`config.mk`:
```
export PLATFORM = sky130hd
export DESIGN_NAME = usb_mode_scheduler
export DESIGN_NICKNAME = d
export VERILOG_FILES = /design/src/rtl/usb_pkg.sv /design/src/rtl/usb_mode_scheduler.sv
export SDC_FILE = /design/constraint.sdc
export NUM_CORES = 1
export LEC_CHECK = 0
export BUFFER_PORTS_ARGS = -buffer_cell sky130_fd_sc_hd__clkbuf_2
export CAP_MARGIN = 20
export CORE_UTILIZATION = 35
export CTS_BUF_LIST = sky130_fd_sc_hd__clkbuf_2 sky130_fd_sc_hd__clkbuf_4 sky130_fd_sc_hd__clkbuf_8
export DETAILED_ROUTE_END_ITERATION = 8
export SLEW_MARGIN = 20
export SYNTH_ARGS = -nofsm -noshare
export SYNTH_HDL_FRONTEND = slang
export SYNTH_SLANG_ARGS = --single-unit
```
`constraint.sdc`:
```
create_clock -name clk -period 3.2 [get_ports clk]
set_clock_uncertainty 0.2 [all_clocks]
set_input_delay 0.64 -clock clk [delete_from_list [all_inputs] [get_ports clk]]
set_output_delay 0.64 -clock clk [all_outputs]
set_load 0.01 [all_outputs]
```
`src/rtl/usb_pkg.sv`:
```
// Shared definitions for the FX3 slave-FIFO engines and the mode scheduler:
// master_mode codes, scheduler states and the stream-in engine idle code.
package usb_pkg;

  localparam logic [2:0] MODE_IDLE       = 3'b101;
  localparam logic [2:0] MODE_STREAM_IN  = 3'b010;
  localparam logic [2:0] MODE_STREAM_OUT = 3'b011;

  localparam logic [1:0] STREAM_IN_IDLE_CODE = 2'b00;

  typedef enum logic [2:0] {
    S_IDLE      = 3'd0,
    S_GRANT_IN  = 3'd1,
    S_GRANT_OUT = 3'd2,
    S_DRAIN_IN  = 3'd3,
    S_DRAIN_OUT = 3'd4,
    S_TURN      = 3'd5
  } sched_state_e;

  typedef enum logic {
    SIDE_IN  = 1'b0,
    SIDE_OUT = 1'b1
  } side_e;

  // Only the two grant states ever put a stream mode on the bus.
  function automatic logic [2:0] mode_of(input sched_state_e s);
    case (s)
      S_GRANT_IN:  mode_of = MODE_STREAM_IN;
      S_GRANT_OUT: mode_of = MODE_STREAM_OUT;
      default:     mode_of = MODE_IDLE;
    endcase
  endfunction

endpackage

```
`src/rtl/usb_mode_scheduler.sv`:
```
// Round-robin time-sharing of the FX3 slave-FIFO bus between stream-in and
// stream-out, with per-grant quantum, engine drain and bus turnaround gap.
module usb_mode_scheduler
  import usb_pkg::*;
#(
  parameter int unsigned QUANTUM    = 64,
  parameter int unsigned TURNAROUND = 2
) (
  input  logic        clk,
  input  logic        rst_n,
  input  logic        enable,
  input  logic        in_req,
  input  logic        out_req,
  input  logic        in_idle,
  input  logic        out_idle,
  output logic [2:0]  master_mode,
  output logic        grant_in,
  output logic        grant_out,
  output logic        busy,
  output logic [15:0] switch_count
);

  localparam logic [15:0] Q_MAX  = 16'(QUANTUM);
  localparam logic [15:0] Q_LAST = 16'(QUANTUM - 1);
  localparam logic [3:0]  T_LAST = 4'(TURNAROUND - 1);

  sched_state_e r_state;
  sched_state_e w_next;
  side_e        r_last_grant;
  logic [15:0]  r_qcnt;
  logic [3:0]   r_tcnt;
  logic [2:0]   r_master_mode;
  logic         r_grant_in;
  logic         r_grant_out;
  logic         r_busy;
  logic [15:0]  r_switch_count;
  logic         w_quantum_done;

  // >= rather than == so a saturated grant still yields once the peer asks.
  assign w_quantum_done = (r_qcnt >= Q_LAST);

  // Next-state selection; outputs are registered from this value below.
  always_comb begin
    w_next = r_state;
    case (r_state)
      S_IDLE: begin
        if (enable && in_req && (!out_req || (r_last_grant == SIDE_OUT))) begin
          w_next = S_GRANT_IN;
        end else if (enable && out_req) begin
          w_next = S_GRANT_OUT;
        end else begin
          w_next = S_IDLE;
        end
      end
      S_GRANT_IN: begin
        if (!in_req || !enable || (w_quantum_done && out_req)) begin
          w_next = S_DRAIN_IN;
        end else begin
          w_next = S_GRANT_IN;
        end
      end
      S_GRANT_OUT: begin
        if (!out_req || !enable || (w_quantum_done && in_req)) begin
          w_next = S_DRAIN_OUT;
        end else begin
          w_next = S_GRANT_OUT;
        end
      end
      S_DRAIN_IN: begin
        if (in_idle) begin
          w_next = S_TURN;
        end else begin
          w_next = S_DRAIN_IN;
        end
      end
      S_DRAIN_OUT: begin
        if (out_idle) begin
          w_next = S_TURN;
        end else begin
          w_next = S_DRAIN_OUT;
        end
      end
      S_TURN: begin
        if (r_tcnt == T_LAST) begin
          w_next = S_IDLE;
        end else begin
          w_next = S_TURN;
        end
      end
      default: w_next = S_IDLE;
    endcase
  end

  // State, counters and outputs all decoded from the next state on the same edge.
  always_ff @(posedge clk) begin
    if (!rst_n) begin
      r_state        <= S_IDLE;
      r_last_grant   <= SIDE_OUT;
      r_qcnt         <= 16'd0;
      r_tcnt         <= 4'd0;
      r_master_mode  <= MODE_IDLE;
      r_grant_in     <= 1'b0;
      r_grant_out    <= 1'b0;
      r_busy         <= 1'b0;
      r_switch_count <= 16'd0;
    end else begin
      r_state       <= w_next;
      r_master_mode <= mode_of(w_next);
      r_grant_in    <= (w_next == S_GRANT_IN);
      r_grant_out   <= (w_next == S_GRANT_OUT);
      r_busy        <= (w_next != S_IDLE);

      if ((r_state == S_IDLE) && (w_next == S_GRANT_IN)) begin
        r_qcnt       <= 16'd0;
        r_last_grant <= SIDE_IN;
      end else if ((r_state == S_IDLE) && (w_next == S_GRANT_OUT)) begin
        r_qcnt       <= 16'd0;
        r_last_grant <= SIDE_OUT;
      end else if (((r_state == S_GRANT_IN) || (r_state == S_GRANT_OUT)) && (r_qcnt != Q_MAX)) begin
        r_qcnt <= r_qcnt + 16'd1;
      end else begin
        r_qcnt <= r_qcnt;
      end

      if ((r_state != S_TURN) && (w_next == S_TURN)) begin
        r_tcnt         <= 4'd0;
        r_switch_count <= r_switch_count + 16'd1;
      end else if (r_state == S_TURN) begin
        r_tcnt <= r_tcnt + 4'd1;
      end else begin
        r_tcnt <= r_tcnt;
      end
    end
  end

  assign master_mode  = r_master_mode;
  assign grant_in     = r_grant_in;
  assign grant_out    = r_grant_out;
  assign busy         = r_busy;
  assign switch_count = r_switch_count;

endmodule

```
==> out/results.ini <==
[placed_design]
io_buffers=28
place_congestion=0.7405
dp.cells=353
pre_cts_ws_ns=0.4542
hpwl_mm=3.199

[timing]
tightest_slew_ns=0.5721
max_freq_ghz=0.3736
setup_tns_ns=0
fin_ws_ns=0.5237
fin_crit_sh=0.8363
period_minus_slack_ns=2.676
setup_viol=0
slew_headroom=0.6177
hold_violations=0
worst_hold_slack_ns=0.2780
drv_slew=0
rsz0062_at_grt=no

[die]
die-height_um=80.94
dieArea_mm2=0.006550
io_pins=29
start_util=0.3662
core_mm2=0.005956
die_w_um=80.94
num_rows=28

[clock_tree]
cts_tree=done
cts.repair.resized=0
insertion_delay_ns=0.30
cts_max_path_buffers=2
cts.sinks=46
postCtsSetupBuffers=0
holdBufCountCts=0
h-tree-depth=2
cts_buffers=5
clk_pin_slew_ns=0.08
root_buffer=clkbuf_8

[synthesis]
synth_flop_cell=dfxtp_1
ys_top_cells_by_area=dfxtp_1 (42%), nor2_1 (6.5%), xor2_1 (5.6%), nand2_1 (3.8%), xnor2_1 (3.2%)
yosysWarnings=0
postSynth.asyncResetShare=0
syn-num-nets=266
yosysTopAreaCell=dfxtp_1
synth.most_common_cell=dfxtp_1
synthTopCellsByCount=dfxtp_1 (46), nor2_1 (38), nand2_1 (22)
synth_top_area_share=0.4223
synth-edff-count=0
post_synth.cell_area_avg_um2=8.586
seq_area_frac_synth=0.4223
netlist_area_mm2=0.002181
synth.distinct_cells=43
ys_ff_latch=46
netlist_instances=254

[detailed_routing]
met3_length_um=160
dr.first_iter.drc_count=46
wl_met1_mm=2.235
routed.top_layer=met4
ant_nets=0
drt-vias-per-instance=4.933
wire_per_inst_um=12.16
drtPass1Iterations=4
num_vias=1776
routed_wl_mm=4.377
met2_length_mm=1.924
drc=0

[critical_path]
crit_required_ns=3.22
regToRegSetupSlack_ns=0.52
cp_max_fo=7
critical_path.startpoint_type=flip-flop
crit_type=reg2reg
cp.arrival_ns=2.70
cp-end-kind=flip-flop

[power]
total_power_mw=1.270
leakage_nw=0.9714
peakVddDrop_mv=0.1804
pwr_density_cell_mw_per_mm2=504.6

[final_layout]
drive_above_1_share=0.1684
nets=297
area_delta_synth_final_pct=15.38
num_antenna_cells=0
final_cells=360

[global_routing]
grt_max_degree=17
grt_pass1_vias=1712
antenna_found_initial=0
grt-ovfl-total=0
grt_pass1_wl_mm=7.472
gr-usage-all-layers=0.1489

[worst_hold_path]
hp-class=reg2reg

[run]
max_cap_viol_count=0

[status]
status=finished clean

[path summary, 6_finish.rpt]
| kind | start | to | depth (start not counted) |
|---|---|---|---|
| max | r_tcnt[1]$_SDFFE_PP0N_ | switch_count[10]$_SDFFE_PN0P_ | 9 |
| min | switch_count[15]$_SDFFE_PN0P_ | switch_count[15]$_SDFFE_PN0P_ | 2 |
| max reg2reg | r_tcnt[1]$_SDFFE_PP0N_ | switch_count[10]$_SDFFE_PN0P_ | 9 |
| min reg2reg | switch_count[15]$_SDFFE_PN0P_ | switch_count[15]$_SDFFE_PN0P_ | 2 |
[per-stage QoR]
stage	utilization	area (um^2)
6_report	0.4225	2516
5_1_grt	0.4225	2516
3_5_place_dp	0.4036	2404
3_3_place_gp	0.4036	2404
2_1_floorplan	-	2181
4_1_cts	0.4225	2516
[cell type report]
| class | instances | area [um^2] |
|---|---|---|
| clock inverter | 1 | 30.03 |
| tap | 75 | 93.84 |
| fill | 622 | 3440 |
| sequential | 46 | 920.9 |
| multi-input combinational | 188 | 1181 |
| inverter | 14 | 52.55 |
| timing repair buffer | 30 | 155.1 |
| clock buffer | 6 | 82.58 |
[worst max-delay path, stage by stage, from the launching register on]
cell and delay, ns:
dfxtp_1 0.38, inv_1 0.06, ha_1 0.18, nor3b_1 0.15, nor2_1 0.10, a31oi_1 0.05
o211ai_1 0.48, o211ai_1 0.23, or4_2 0.64, a21oi_1 0.15
[state kept, by name, summed over array words and instances, names as in the netlist]
register / count
r_tcnt: 4
grant_in: 1
r_last_grant: 1
busy: 1
r_qcnt: 16
grant_out: 1
master_mode: 3
switch_count: 16
r_state: 3
[per-layer routing]
layer | vias up | track usage
met2 | 31 | 0.2361
met5 | - | 0
li1 | 943 | -
met4 | 0 | 0.06786
met1 | 798 | 0.1885
met3 | 4 | 0.03820
[report_power, final]
part / leakage (nW) / internal [mW] / switching (mW)
Sequential: 0.373 / 0.606 / 0.0257
Clock: 0.0573 / 0.250 / 0.188
Combinational: 0.541 / 0.0766 / 0.123
[logic make-up (layout without fill, tap and decap cells)]
kind of cell / after synthesis / after routing / share of synthesized area
AND/OR/NAND/NOR: 118 / 118 / 0.2765
multiplexers: 5 / 5 / 0.02295
XOR/XNOR: 22 / 22 / 0.08836
adder cells (fa/ha/maj): 5 / 5 / 0.02869
buffers and inverters: 20 / 51 / 0.03614
AO/OA/AOI/OAI: 38 / 38 / 0.1251
flip-flops: 46 / 46 / 0.4223
[cell usage in the layout (no fill, tap or decap), types with 2 or more instances in the layout]
cell       count
o211ai_1       2
nor3_1         3
o2111ai_1      2
clkbuf_8       6
a21oi_1       13
mux2i_1        5
nor3b_1        2
nand4_1        6
or4_1          3
xnor2_1        8
xor2_1        14
nand2_1       22
nor4_1         5
buf_4          2
o31ai_1        4
nand2b_1       6
nor2_1        38
or3_1          5
and3_1         7
dfxtp_1       46
inv_1         13
ha_1           5
nand3_1       12
clkbuf_2      28
o21ai_0        9
No activity file was read; power rests on OpenSTA's default activity.
